--- src/rtl/joy_db15_tx.sv ---
// Device-side DB15 joystick adapter: latches two player words on a host load
// pulse and shifts them out on JOY_DATA like a 74HC165 chain.
module joy_db15_tx #(
  parameter int SYNC_STAGES = 2,
  parameter int PLAYER_BITS = 16
) (
  input  logic                   clk,
  input  logic                   RESET,
  input  logic                   JOY_CLK,
  input  logic                   JOY_LOAD,
  input  logic [PLAYER_BITS-1:0] joystick1,
  input  logic [PLAYER_BITS-1:0] joystick2,
  output logic                   JOY_DATA,
  output logic                   frame_done,
  output logic                   overrun,
  output logic [5:0]             bit_cnt
);

  localparam int             FRAME_BITS = 2 * PLAYER_BITS;
  localparam logic [5:0]     LAST_BIT   = 6'(FRAME_BITS - 1);
  localparam logic [5:0]     CNT_MAX    = 6'd63;

  typedef enum logic [1:0] {
    IDLE,
    LOAD,
    SHIFT,
    DONE
  } state_t;

  state_t                  state;
  logic [FRAME_BITS-1:0]   sr;
  logic [SYNC_STAGES-1:0]  clk_sync;
  logic [SYNC_STAGES-1:0]  load_sync;
  logic                    clk_prev;
  logic                    clk_rise;
  logic                    load_active;

  // NOTE: synchroniser flops reset to 1 so the idle-high lines never look
  // like a load or a shift edge right after reset.
  always_ff @(posedge clk) begin
    if (RESET) begin
      clk_sync  <= '1;
      load_sync <= '1;
      clk_prev  <= 1'b1;
    end else begin
      clk_sync  <= {clk_sync[SYNC_STAGES-2:0], JOY_CLK};
      load_sync <= {load_sync[SYNC_STAGES-2:0], JOY_LOAD};
      clk_prev  <= clk_sync[SYNC_STAGES-1];
    end
  end

  // clk_prev holds the previous value of the last stage for edge detection.
  assign clk_rise    = clk_sync[SYNC_STAGES-1] & ~clk_prev;
  assign load_active = ~load_sync[SYNC_STAGES-1];

  always_ff @(posedge clk) begin
    if (RESET) begin
      state      <= IDLE;
      sr         <= '1;
      bit_cnt    <= '0;
      overrun    <= 1'b0;
      frame_done <= 1'b0;
    end else begin
      frame_done <= 1'b0;
      // Load has priority over a coincident shift edge, as on a 74HC165.
      if (load_active) begin
        state   <= LOAD;
        sr      <= {~joystick2, ~joystick1};
        bit_cnt <= '0;
      end else begin
        case (state)
          IDLE: ;
          LOAD: state <= SHIFT;
          SHIFT: begin
            if (clk_rise) begin
              sr      <= {1'b1, sr[FRAME_BITS-1:1]};
              bit_cnt <= bit_cnt + 6'd1;
              if (bit_cnt == LAST_BIT) begin
                frame_done <= 1'b1;
                state      <= DONE;
              end
            end
          end
          DONE: begin
            if (clk_rise) begin
              sr      <= '1;
              overrun <= 1'b1;
              if (bit_cnt != CNT_MAX) bit_cnt <= bit_cnt + 6'd1;
            end
          end
          default: state <= IDLE;
        endcase
      end
    end
  end

  // sr is all ones in IDLE and DONE, so the line idles high there.
  assign JOY_DATA = sr[0];

endmodule

--- config.mk ---
export PLATFORM = sky130hd
export DESIGN_NAME = joy_db15_tx
export DESIGN_NICKNAME = d
export VERILOG_FILES = /design/src/rtl/joy_db15_tx.sv
export SDC_FILE = /design/constraint.sdc
export NUM_CORES = 1
export LEC_CHECK = 0
export CORE_MARGIN = 2
export CORE_UTILIZATION = 35
export CTS_CLUSTER_SIZE = 14
export DETAILED_ROUTE_END_ITERATION = 16
export GPL_TIMING_DRIVEN = 1
export SYNTH_ARGS = -nofsm -noshare
export SYNTH_HDL_FRONTEND = slang
export SYNTH_SLANG_ARGS = --single-unit
--- constraint.sdc ---
create_clock -name clk -period 1.95 [get_ports clk]
set_clock_uncertainty 0.2 [all_clocks]
set_input_delay 0.2925 -clock clk [delete_from_list [all_inputs] [get_ports clk]]
set_output_delay 0.2925 -clock clk [all_outputs]
set_load 0.02 [all_outputs]
### Word-level counts from Yosys, hierarchy flattened

Index checks and enable logic that the tools add are counted.

* output and inout port bits: 9
* register bits: 47
* word-level logic and storage cells: 53
* bits of input ports: 36

* $add $sub $neg: 1
* reductions and logical operators: 9
* bitwise operators: 7
* equal/unequal tests: 14
* multiplexer cells: 13

Operators by type and width (number)
* $mux W32: 3
* $pmux W32 S2: 1
* $not A16 Y16: 2
* $mux W6: 3
* $pmux W6 S2: 1
* $reduce_and A3 Y1: 4
* $ne A3 B3 Y1 const B: 3
* $ne A2 B2 Y1 const B: 4
* $add A6 B1 Y6 const B: 1
* $eq A6 B5 Y1 const B: 1
* $ne A3 B1 Y1 const B: 2
* $ne A6 B6 Y1 const B: 1
* $eq A2 B2 Y1 const B: 2
* $mux W2: 2
* $not A1 Y1: 4
* $pmux W2 S2: 1
* $reduce_and A4 Y1: 1
* $reduce_bool A2 Y1: 2
* $reduce_or A4 Y1: 1
* $eq A2 B1 Y1 const B: 1
* $mux W1: 2
* $reduce_or A2 Y1: 1
* $and A1 B1 Y1: 1

### Logic depth before layout (Yosys ltp)

Gate-level depths: netlist (run 1).

* depth after elaboration: 5
* mapped depth: 5
* depth with buffers taken out: 4

### Worst setup path before layout (run 1)

No wires, ideal clock.

* path type: flip-flop to flip-flop
* from: register bit_cnt[0]
* to: register state[0]
* library setup time: 86 ps
* slack: 194 ps
* stages on the path, launching flop included: 5
* clock period less this slack: 1756 ps
* arrival time: 1470 ps
* cells stage by stage: dfxtp_1 ha_1 nand4_2 or3_4 a221oi_2

* word-level cells in the longest chain between the ends: 3

RTL lines
* from (decl): line 16 `output logic [5:0] bit_cnt`
* from (signal assigned): line 77 `bit_cnt <= bit_cnt + 6'd1;`
* from (signal assigned): line 88 `if (bit_cnt != CNT_MAX) bit_cnt <= bit_cnt + 6'd1;`
* $eq A6 B5 Y1: line 78 `if (bit_cnt == LAST_BIT) begin`
* $ne A3 B3 Y1 (no line)
* $reduce_and A3 Y1 (no line)
* to (signal assigned): line 73 `LOAD: state <= SHIFT;`
* to (signal assigned): line 80 `state <= DONE;`
* to (signal assigned): line 91 `default: state <= IDLE;`
* to (decl): line 30 `state_t state;`

Every way passes these cells.
A chain may end at the register's enable or synchronous reset.

### Final worst setup path (run 1)

* from: register bit_cnt[2]
* to: output port bit_cnt[2]

No word-level cell between the ends.

==> impl_metrics.py, run 1 <==
metrics = {
    "sta": {
        "slew_headroom": 0.757,
        "finalCritPeriodShare": 0.965,
        "drv_slew": 0,
        "finalSetupTns_ns": 0,
        "max_slew.worst_pin.slew_ns": 0.364,
        "finalSetupViolCount": 0,
        "max_freq_mhz": 532,
        "fin_crit_ns": 1.88,
        "worst_slack_ns": 0.0690,
        "hold_viol_final": 0,
        "rsz0062_at_grt": "false",
    },
    "final_layout": {
        "final_common_cell": "nand3b_1",
        "drive_gt1_frac": 0.189,
        "finalInstanceArea_um2": 2960,
        "fill_cells": 637,
        "stdcell_count": 358,
        "multi_input_area_um2": 1280,
        "mostFrequentLayoutCells": "nand3b_1, dfxtp_1, clkdlybuf4s50_1",
        "area.sequential_um2": 942,
        "diodes": 0,
        "syn2layout_area_growth_pct": 26.4,
        "nets": 317,
    },
    "synth": {
        "yosysUniqueCellTypes": 31,
        "synthCells": 242,
        "synthesis.nets": 279,
        "syn_area_um2": 2340,
        "syn_area_per_cell_um2": 9.68,
        "yosysSeqAreaShare": 0.402,
        "synth_top_area_share": 0.402,
        "ys_top_cells_by_area": "dfxtp_1, nand3b_1, nand2b_1",
        "ys_ff_latch": 47,
        "yosys_warnings": 0,
        "yosysTopAreaCell": "dfxtp_1",
    },
    "power_and_ir_drop": {
        "p_sw_w": 0.000420,
        "intPower_w": 0.00153,
        "leakage_nw": 0.958,
        "p_clk_frac": 0.380,
        "p_comb_frac": 0.105,
        "power_w": 0.00195,
        "p_seq_frac": 0.515,
        "powerDensity_nw_per_um2": 659,
        "vdd_ir_drop_max_uv": 311,
        "power.share.switching": 0.216,
    },
    "grt": {
        "grt_max_degree": 32,
        "grt-ovfl-total": 0,
        "grt.total_usage": 0.137,
        "grt_pass1_vias": 1828,
        "grtUsageMet1": 0.183,
        "antenna_found_initial": 0,
        "grtUsageMet2": 0.217,
        "grt_use_met3": 0.0318,
        "grt_pass1_wl_um": 8250,
        "top_usage_layer": "met2",
    },
    "cts": {
        "clk_latency_ns": 0.30,
        "cts_buffers": 5,
        "path_clk_slew_ns": 0.08,
        "clock_sinks": 47,
        "htreeDepth": 2,
        "hold_buffers": 0,
        "cts-root-buf": "clkbuf_8",
        "cts_tree": "done",
        "cts_resized": 0,
        "clk_path_buf_depth": 2,
        "post_cts_buffers": 0,
    },
    "die": {
        "die_w_um": 85.8,
        "dieHeight_um": 85.8,
        "core_um2": 6420,
        "fp-row-count": 29,
        "start_util": 0.365,
        "ios": 45,
        "die-area_um2": 7360,
    },
    "worst_setup_path": {
        "crit_required_ns": 1.46,
        "cp.arrival_ns": 1.39,
        "cp_top_family": "buffers and inverters",
        "crit_path_max_fanout": 7,
        "cp-start-kind": "register",
        "criticalPathCategory": "reg2out",
        "slowest_delay_ns": 0.64,
        "end_kind": "primary output",
        "worst_path_max_delay_cell": "clkdlybuf4s50_1",
        "cp_num_buf_inv": 1,
        "path_cells": "clkdlybuf4s50_1",
    },
    "place": {
        "preCtsSetupSlack_ns": 0.258,
        "dp.final_hpwl_um": 3180,
        "portBuffers": 44,
        "placed_cells": 350,
        "gp_congestion": 0.720,
        "place_area_um2": 2840,
    },
    "status": {
        "status": "complete, no violations",
    },
    "routing": {
        "final_antenna_net_count": 0,
        "drc": 0,
        "via_per_inst": 5.22,
        "drt_iter0_drc": 104,
        "wirelength_um": 4980,
        "num_vias": 1869,
        "post_drt_wl_per_cell_um": 13.9,
        "drt_pass1_iterations": 7,
    },
    "hold_path": {
        "hp-class": "reg2reg",
    },
    "job": {
        "cap_violations": 0,
    },
}
==> through the flow <==
step           hold slack (ns)   util
4_1_cts                  0.219  0.461
5_1_grt                  0.222  0.461
6_report                 0.214  0.461
3_3_place_gp             0.198  0.443
2_1_floorplan            0.189      -
3_5_place_dp             0.199  0.443
==> sequential cells by signal, indices dropped and copies added (netlist names) <==
register    cells
sr             32
clk_sync        2
load_sync       2
overrun         1
frame_done      1
bit_cnt         6
state           2
clk_prev        1
==> synth_stat cells <==
master,count
nor2_1,3
mux2i_1,3
and3b_1,1
nor3_1,4
and3_1,2
clkbuf_1,12
a31oi_1,1
a31o_2,23
a21o_1,1
nand3b_1,63
a31o_1,8
buf_4,1
dfxtp_1,47
nand4_1,2
or3_4,1
or2_2,5
ha_1,1
nand3b_4,1
o2111a_1,2
nand2b_1,35
buf_2,5
nor2b_1,3
and4_1,1
o21a_2,1
nand2_1,5
a221oi_2,1
clkbuf_2,1
buf_6,4
a21oi_1,3
nand4_2,1
and2_1,1
==> kinds of logic (layout without fill, tap and decap cells) <==
kind of cell	count (synthesis)	count (layout)	synth area share
AO/OA/AOI/OAI	40	40	0.148
adder cells (fa/ha/maj)	1	1	0.00534
buffers and inverters	23	62	0.0545
flip-flops	47	47	0.402
multiplexers	3	3	0.0128
AND/OR/NAND/NOR	128	128	0.378
==> path summary, 6_finish.rpt <==
| kind | slack [ns] | end | depth (start not counted) | startpoint |
|---|---|---|---|---|
| worst min-delay path | 0.21 | load_sync[1] | 1 | load_sync[0] |
| worst min register to register | 0.21 | load_sync[1] | 1 | load_sync[0] |
| worst max-delay path | 0.07 | bit_cnt[2] | 1 | bit_cnt[2] |
| worst max register to register | 0.26 | state[0] | 4 | bit_cnt[0] |
==> cell type report <==
cell class                      count  area share
Multi-Input combinational cell    172       0.431
Sequential cell                    47       0.318
Timing Repair Buffer               54       0.178
Tap cell                           77      0.0325
Clock buffer                        6      0.0279
Clock inverter                      2      0.0118
==> routing by layer <==
layer / wire length, µm / vias up
li1: - / 947
met1: 2560 / 878
met2: 2150 / 36
met3: 200 / 8
met4: 74 / 0
met5: 0 / -
==> power groups by stage <==
| stage | logic (W) | clock network [W] | registers, W |
|---|---|---|---|
| floorplan | 0.000109 | 0 | 0.00102 |
| global placement | 0.000204 | 0 | 0.00103 |
| detailed placement | 0.000205 | 0 | 0.00103 |
| CTS | 0.000206 | 0.000762 | 0.00100 |
| global route | 0.000223 | 0.000796 | 0.00101 |
| finish | 0.000205 | 0.000741 | 0.00100 |
Power figures use the tool's default switching activity.
==> inputs of run 2 (changes only) <==
SLEW_MARGIN = 25   (was not set)
==> results of run 2 <==
Same layout as run 1: the final DEF is identical, and so are final timing and power.
